[src/rtl/cpu_io_port_responder.sv]
`default_nettype none
// ============================================================================
// Module      : cpu_io_port_responder
// Description : CPU 16-bit IN/OUT port responder. OUT words go to a show-ahead
//               FIFO drained by a valid/ready consumer; IN words come from a
//               valid/ready producer through a 1-entry holding register.
// Revision    : 1.0 - initial release
// ============================================================================
module cpu_io_port_responder #(
    parameter int DEPTH = 4,
    parameter int AW    = 2
) (
    input  logic          clk,
    input  logic          rst,
    input  logic          cpu_out_we,
    input  logic [15:0]   cpu_out_data,
    input  logic          cpu_in_re,
    output logic [15:0]   cpu_in_data,
    output logic          cpu_in_valid,
    output logic          ext_out_valid,
    input  logic          ext_out_ready,
    output logic [15:0]   ext_out_data,
    input  logic          ext_in_valid,
    output logic          ext_in_ready,
    input  logic [15:0]   ext_in_data,
    output logic [AW:0]   out_count,
    output logic          out_full,
    output logic          ovf_flag,
    output logic          unf_flag,
    input  logic          clr_flags
);

    localparam logic [AW:0] C_DEPTH = (AW+1)'(DEPTH);

    typedef enum logic [0:0] {
        ST_EMPTY = 1'b0,
        ST_FULL  = 1'b1
    } hold_state_t;

    logic [15:0]   r_mem [DEPTH];
    logic [AW-1:0] r_wr_ptr;
    logic [AW-1:0] r_rd_ptr;
    logic [AW:0]   r_count;
    logic          r_ovf;
    logic          r_unf;
    logic [15:0]   r_hold;
    hold_state_t   r_state;

    logic          w_push;
    logic          w_pop;
    logic          w_full;
    logic          w_empty;
    logic          w_ovf_set;
    logic          w_unf_set;

    always_comb begin
        w_full    = (r_count == C_DEPTH);
        w_empty   = (r_count == '0);
        w_pop     = !w_empty && ext_out_ready;
        // A full FIFO still accepts a write when the head leaves in the same cycle.
        w_push    = cpu_out_we && (!w_full || w_pop);
        w_ovf_set = cpu_out_we && w_full && !w_pop;
        w_unf_set = cpu_in_re && (r_state == ST_EMPTY);
    end

    always_ff @(posedge clk) begin
        if (w_push) begin
            r_mem[r_wr_ptr] <= cpu_out_data;
        end
    end

    always_ff @(posedge clk or posedge rst) begin
        if (rst) begin
            r_wr_ptr <= '0;
            r_rd_ptr <= '0;
            r_count  <= '0;
        end else begin
            if (w_push) begin
                r_wr_ptr <= r_wr_ptr + 1'b1;
            end
            if (w_pop) begin
                r_rd_ptr <= r_rd_ptr + 1'b1;
            end
            if (w_push && !w_pop) begin
                r_count <= r_count + 1'b1;
            end else if (w_pop && !w_push) begin
                r_count <= r_count - 1'b1;
            end
        end
    end

    always_ff @(posedge clk or posedge rst) begin
        if (rst) begin
            r_state <= ST_EMPTY;
            r_hold  <= 16'h0000;
        end else begin
            case (r_state)
                ST_EMPTY: begin
                    if (ext_in_valid) begin
                        r_hold  <= ext_in_data;
                        r_state <= ST_FULL;
                    end
                end
                ST_FULL: begin
                    if (cpu_in_re) begin
                        r_state <= ST_EMPTY;
                    end
                end
                default: r_state <= ST_EMPTY;
            endcase
        end
    end

    // Setting a flag wins over a clear arriving in the same cycle.
    always_ff @(posedge clk or posedge rst) begin
        if (rst) begin
            r_ovf <= 1'b0;
            r_unf <= 1'b0;
        end else begin
            if (w_ovf_set) begin
                r_ovf <= 1'b1;
            end else if (clr_flags) begin
                r_ovf <= 1'b0;
            end
            if (w_unf_set) begin
                r_unf <= 1'b1;
            end else if (clr_flags) begin
                r_unf <= 1'b0;
            end
        end
    end

    always_comb begin
        ext_out_valid = !w_empty;
        ext_out_data  = r_mem[r_rd_ptr];
        out_count     = r_count;
        out_full      = w_full;
        ovf_flag      = r_ovf;
        unf_flag      = r_unf;
        cpu_in_valid  = (r_state == ST_FULL);
        ext_in_ready  = (r_state == ST_EMPTY);
        cpu_in_data   = (r_state == ST_FULL) ? r_hold : 16'hFFFF;
    end

endmodule
`default_nettype wire
[config.mk]
export PLATFORM = sky130hd
export DESIGN_NAME = cpu_io_port_responder
export DESIGN_NICKNAME = d
export VERILOG_FILES = /design/src/rtl/cpu_io_port_responder.sv
export SDC_FILE = /design/constraint.sdc
export NUM_CORES = 1
export LEC_CHECK = 0
export CELL_PAD_IN_SITES_DETAIL_PLACEMENT = 0
export CELL_PAD_IN_SITES_GLOBAL_PLACEMENT = 1
export CORE_UTILIZATION = 36
export CTS_CLUSTER_DIAMETER = 100
export DETAILED_ROUTE_END_ITERATION = 10
export PLACE_DENSITY = 0.66
export SYNTH_ARGS = -nofsm -noshare
export SYNTH_HDL_FRONTEND = slang
export SYNTH_SLANG_ARGS = --single-unit
[constraint.sdc]
create_clock -name clk -period 3.4 [get_ports clk]
set_clock_uncertainty 0.05 [all_clocks]
set_input_delay 1.02 -clock clk [delete_from_list [all_inputs] [get_ports clk]]
set_output_delay 1.02 -clock clk [all_outputs]
set_load 0.05 [all_outputs]
# [Word-level counts from Yosys, hierarchy flattened]
# Memory sizes are Yosys's and may differ from the RTL's.
# Cells that the tools add are included.
# W data, S select, Z words.
[op_classes] mux=11 n_bitwise=1 mul=0 shift=0 add_sub_neg=4 reduce_logical=17 eq_ne=1 n_div=0 order_cmp=0
[ops] operator="$mux W16" count=1
[ops] operator="$logic_and A1 B1 Y1" count=7
[ops] operator="$mux W1" count=7
[ops] operator="$mux W3" count=2
[ops] operator="$reduce_bool A2 Y1" count=3
[ops] operator="$add A2 B1 Y2 const B" count=2
[ops] operator="$logic_not A1 Y1" count=4
[ops] operator="$add A3 B1 Y3 const B" count=1
[ops] operator="$eq A3 B3 Y1 const B" count=1
[ops] operator="$logic_not A3 Y1" count=1
[ops] operator="$sub A3 B1 Y3 const B" count=1
[ops] operator="$pmux W1 S2" count=1
[ops] operator="$reduce_and A2 Y1" count=1
[ops] operator="$logic_or A1 B1 Y1" count=1
[ops] operator="$not A1 Y1" count=1
[word_totals] in_bits=39 n_memories=1 romBits=0 ramBits=64 register_bits=26 output_inout_bits=41 wordCells=42 latch_bits=0
[memory_table] name="r_mem" words=4 width=16 rd=1 rd_clocked_by_memory_dff=0 write_ports=1 line="40" text="logic [15:0] r_mem [DEPTH];"

# [Depth between registers and ports, before layout]
[depth] depth_word=9 depth_mapped=9 depth_no_buf=8

# [Worst setup path after synthesis]
# No wires, ideal clock.
[synth_timing] path_type="reg2out" from="register r_count[2], in the netlist out_count[2]" to="output port out_full" required_ps=2330 slack_ps=452 path_stages_with_launch=2 path_buffers=0 t_arrival_ps=1878 path_cell_list="dfrtp_1 > nor3b_1"
[synth_between] elab_chain_len=1
[synth_lines] element="start, declared" line="43" text="logic [AW:0] r_count;"
[synth_lines] element="start signal, assigned" line="85" text="r_count <= r_count + 1'b1;"
[synth_lines] element="start signal, assigned" line="87" text="r_count <= r_count - 1'b1;"
[synth_lines] element="$eq A3 B3 Y1" line="57" text="w_full = (r_count == C_DEPTH);"
[synth_lines] element="end, declared" line="27" text="output logic out_full,"
# Every way passes these cells.

# [Final worst setup path]
[layout_timing] from="register r_state, in the netlist cpu_in_valid" to="output port cpu_in_data[3]"
[layout_between] elab_chain_len=1
[layout_lines] element="start, declared" line="47" text="hold_state_t r_state;"
[layout_lines] element="start signal, assigned" line="94" text="r_state <= ST_EMPTY;"
[layout_lines] element="start signal, assigned" line="101" text="r_state <= ST_FULL;"
[layout_lines] element="start signal, assigned" line="106" text="r_state <= ST_EMPTY;"
[layout_lines] element="$mux W16" line="142" text="cpu_in_data = (r_state == ST_FULL) ? r_hold : 16'hFFFF;"
[layout_lines] element="end, declared" line="18" text="output logic [15:0] cpu_in_data,"
# Every way passes these cells.

==> metrics.md <==
| Metric | Value |
|---|---|
| Status | finished, final reports clean |
| Clock transition at the registers of the reported paths | 0.10 ns |
| Footprint of the multi-input gates | 913 µm² |
| Share of Yosys cell area claimed by the top area cell type | 0.538 |
| DRT iter0 DRCs | 35 |
| DR pass1 iterations | 4 |
| Mapped Area | 3570 µm² |
| Die W | 102 µm |
| Largest net degree at the start of global routing | 27 |
| Register area | 2570 µm² |
| TritonCTS buffer count | 9 |
| Setup TNS | 0 ns |
| Mapped Nets | 230 |
| Clock power frac | 0.188 |
| Dpl ws | 0.384 ns |
| Post-CTS Setup Inserts | 0 |
| Final setup viols | 0 |
| WS Path Type | reg -> out |
| First-pass GRT wire length | 10,200 µm |
| WP data required | 2.33 ns |
| Max Cap Viol | 0 |
| Share of power burned in registers | 0.376 |
| RSZ-0062 raised after global routing | false |
| PD cells | 879 nW/µm² |
| P_int | 2480 µW |
| Fillcell total | 796 |
| Diodes inserted | 0 |
| Fraction of layout cells with a size suffix above 1 | 0.282 |
| Vias in the first global route | 1,975 |
| Number of synthesized flops with an enable pin | 64 |
| Gates resized, CTS repair | 0 |
| Post-route setup slack | 0.189 ns |
| Least-Margin Pin Slew | 0.691 ns |
| Async S/R FF share, synth | 0.289 |
| DP Cell Count | 390 |
| Vias | 1,842 |
| Port bufs | 79 |
| Area of the core | 9420 µm² |
| Area grow syn2layout | 31.3% |
| Chip height | 102 µm |
| Leading area contributor after synthesis | edfxtp_1 |
| Avg Inst Size Synth | 19.3 µm² |
| Routed Antenna Nets | 0 |
| Overflow after GRT | 0 |
| Drt total wl | 6280 µm |
| Final Max Slew Viols | 0 |
| Initial antenna violation count | 0 |
| DRC violations left | 0 |
| Final Non-Filler Cells | 406 |
| Via density | 4.54 |
| Drt wl/cell | 15.5 µm |
| Yosys cell types | 27 |
| GP Congestion | 0.666 |
| # rows | 35 |
| Most frequent cell after synthesis | edfxtp_1 |
| VDD IR max | 0.374 mV |
| Critical Path AT | 2.14 ns |
| Lkg Pwr | 0.00171 µW |
| Switching power | 1650 µW |
| Nets | 317 |
| Die area | 10,300 µm² |
| Initial core utilization | 0.380 |
| Comb pwr share | 0.436 |
| Clk sinks | 90 |
| GRT Resource Usage Total | 0.137 |
| # H-tree levels | 3 |
| Hold Crit Class | reg -> reg |
| DP Wirelength | 4020 µm |
| Min Clock Period, post-route | 3.21 ns |
| Crit path launch type | flop |
| Critical Path Fanout Max | 21 |
| Max incr delay on CP | 0.80 ns |
| Crit end category | primary output |
| Final-report hold violation count | 0 |
| Post-synthesis sequential area ratio | 0.720 |
| Worst path cell trace | or2b_1 > clkdlybuf4s50_1 |
| Top post-synthesis cells by area | edfxtp_1, dfrtp_1, mux4_2, mux2_2, nand2b_1 |
| CP max stage cell | dfrtp_1 |
| Fmax | 311 MHz |
| Sw Ratio | 0.399 |
| Syn Inst Count | 185 |
| TritonCTS clock tree | built |
| CTS Hold Buffers Added | 0 |
| Ys flop type | edfxtp_1 |
| Final Util | 0.498 |
| Worst rel slew slack | 0.539 |
| Clock Latency Late Sink | 0.35 ns |
| Yosys Warn Count | 0 |
| CTS root buf | clkbuf_8 |
| Commonest cells post-synth | edfxtp_1, dfrtp_1, mux2_2 |
| # IOs | 80 |
| FF+latch count, synth | 90 |
| Clock tree buffer depth | 2 |
| Period utilisation layout | 0.944 |
==> worst max-delay path, delay by kind of cell (launching register included) <==
kind / cells / cell delay [ns]
simple gates: 1 / 0.29
flops: 1 / 0.80
buf+inv: 1 / 0.70
==> flip-flops by register name (all words and copies together) (netlist names) <==
register / cells
out_count: 3
r_wr_ptr: 2
cpu_in_valid: 1
ovf_flag: 1
r_rd_ptr: 2
unf_flag: 1
r_hold: 16
r_mem: 64
==> cells in the final DEF, fill, tap and decap left out, types with 2 or more instances in the layout <==
cell type,instances
inv_8,3
mux4_2,16
or2b_1,3
clkdlybuf4s50_1,63
nor2b_1,2
clkbuf_8,9
mux2_2,17
and2_2,4
edfxtp_1,64
ha_1,5
xor2_1,2
nand2b_1,13
buf_4,22
nand2_1,2
dfrtp_1,26
xnor2_1,4
inv_1,8
==> through the flow <==
| stage | total power, µW | hold WS (ns) | cell area [µm²] |
|---|---|---|---|
| final | 4130 | 0.440 | 4690 |
| after global placement | 3390 | 0.414 | 4470 |
| after global routing | 4340 | 0.467 | 4690 |
| after CTS | 4190 | 0.438 | 4690 |
| after floorplan | 2880 | 0.421 | 3570 |
| after detailed placement | 3400 | 0.425 | 4470 |
==> final cells by class <==
class | instances | area share
Clock buffer | 9 | 0.0264
Clock inverter | 7 | 0.0205
Inverter | 8 | 0.00640
Multi-Input combinational cell | 78 | 0.195
Sequential cell | 90 | 0.548
Tap cell | 129 | 0.0344
Timing Repair Buffer | 85 | 0.170
==> metal layers <==
metal | track usage | routed length [µm]
met2 | 0.216 | 2920
met5 | 0 | 0
met1 | 0.169 | 2810
met4 | 0.0502 | 65
met3 | 0.0587 | 483
==> power groups by stage <==
stage	combinational, µW	sequential, µW	clock, µW
after floorplan	1270	1620	0
after global placement	1820	1570	0
after detailed placement	1820	1580	0
after CTS	1830	1550	809
after global routing	1910	1580	845
final	1800	1550	778
==> path summary, 6_finish.rpt <==
| check | endpoint | cells past startpoint | startpoint | slack (ns) |
|---|---|---|---|---|
| setup reg to reg | out_count[2] | 8 | out_count[0] | 1.11 |
| setup / recovery | cpu_in_data[3] | 2 | cpu_in_valid | 0.19 |
| hold / removal | r_rd_ptr[1] | 1 | r_rd_ptr[1] | 0.44 |
| min in group asynchronous | unf_flag | 3 | rst | 0.97 |
| hold reg to reg | r_rd_ptr[1] | 1 | r_rd_ptr[1] | 0.44 |
| max in group asynchronous | r_hold[8] | 3 | rst | 2.07 |
==> cell families (layout without fill, tap and decap cells) <==
group	count (synthesis)	count (layout)	share of synthesized area
AO/OA/AOI/OAI	3	3	0.00525
XOR/XNOR	6	6	0.0147
adder cells (fa/ha/maj)	6	6	0.0231
buffers and inverters	17	109	0.0245
flip-flops	90	90	0.720
multiplexers	34	34	0.159
AND/OR/NAND/NOR	29	29	0.0539
Power figures use the tool's default switching activity.
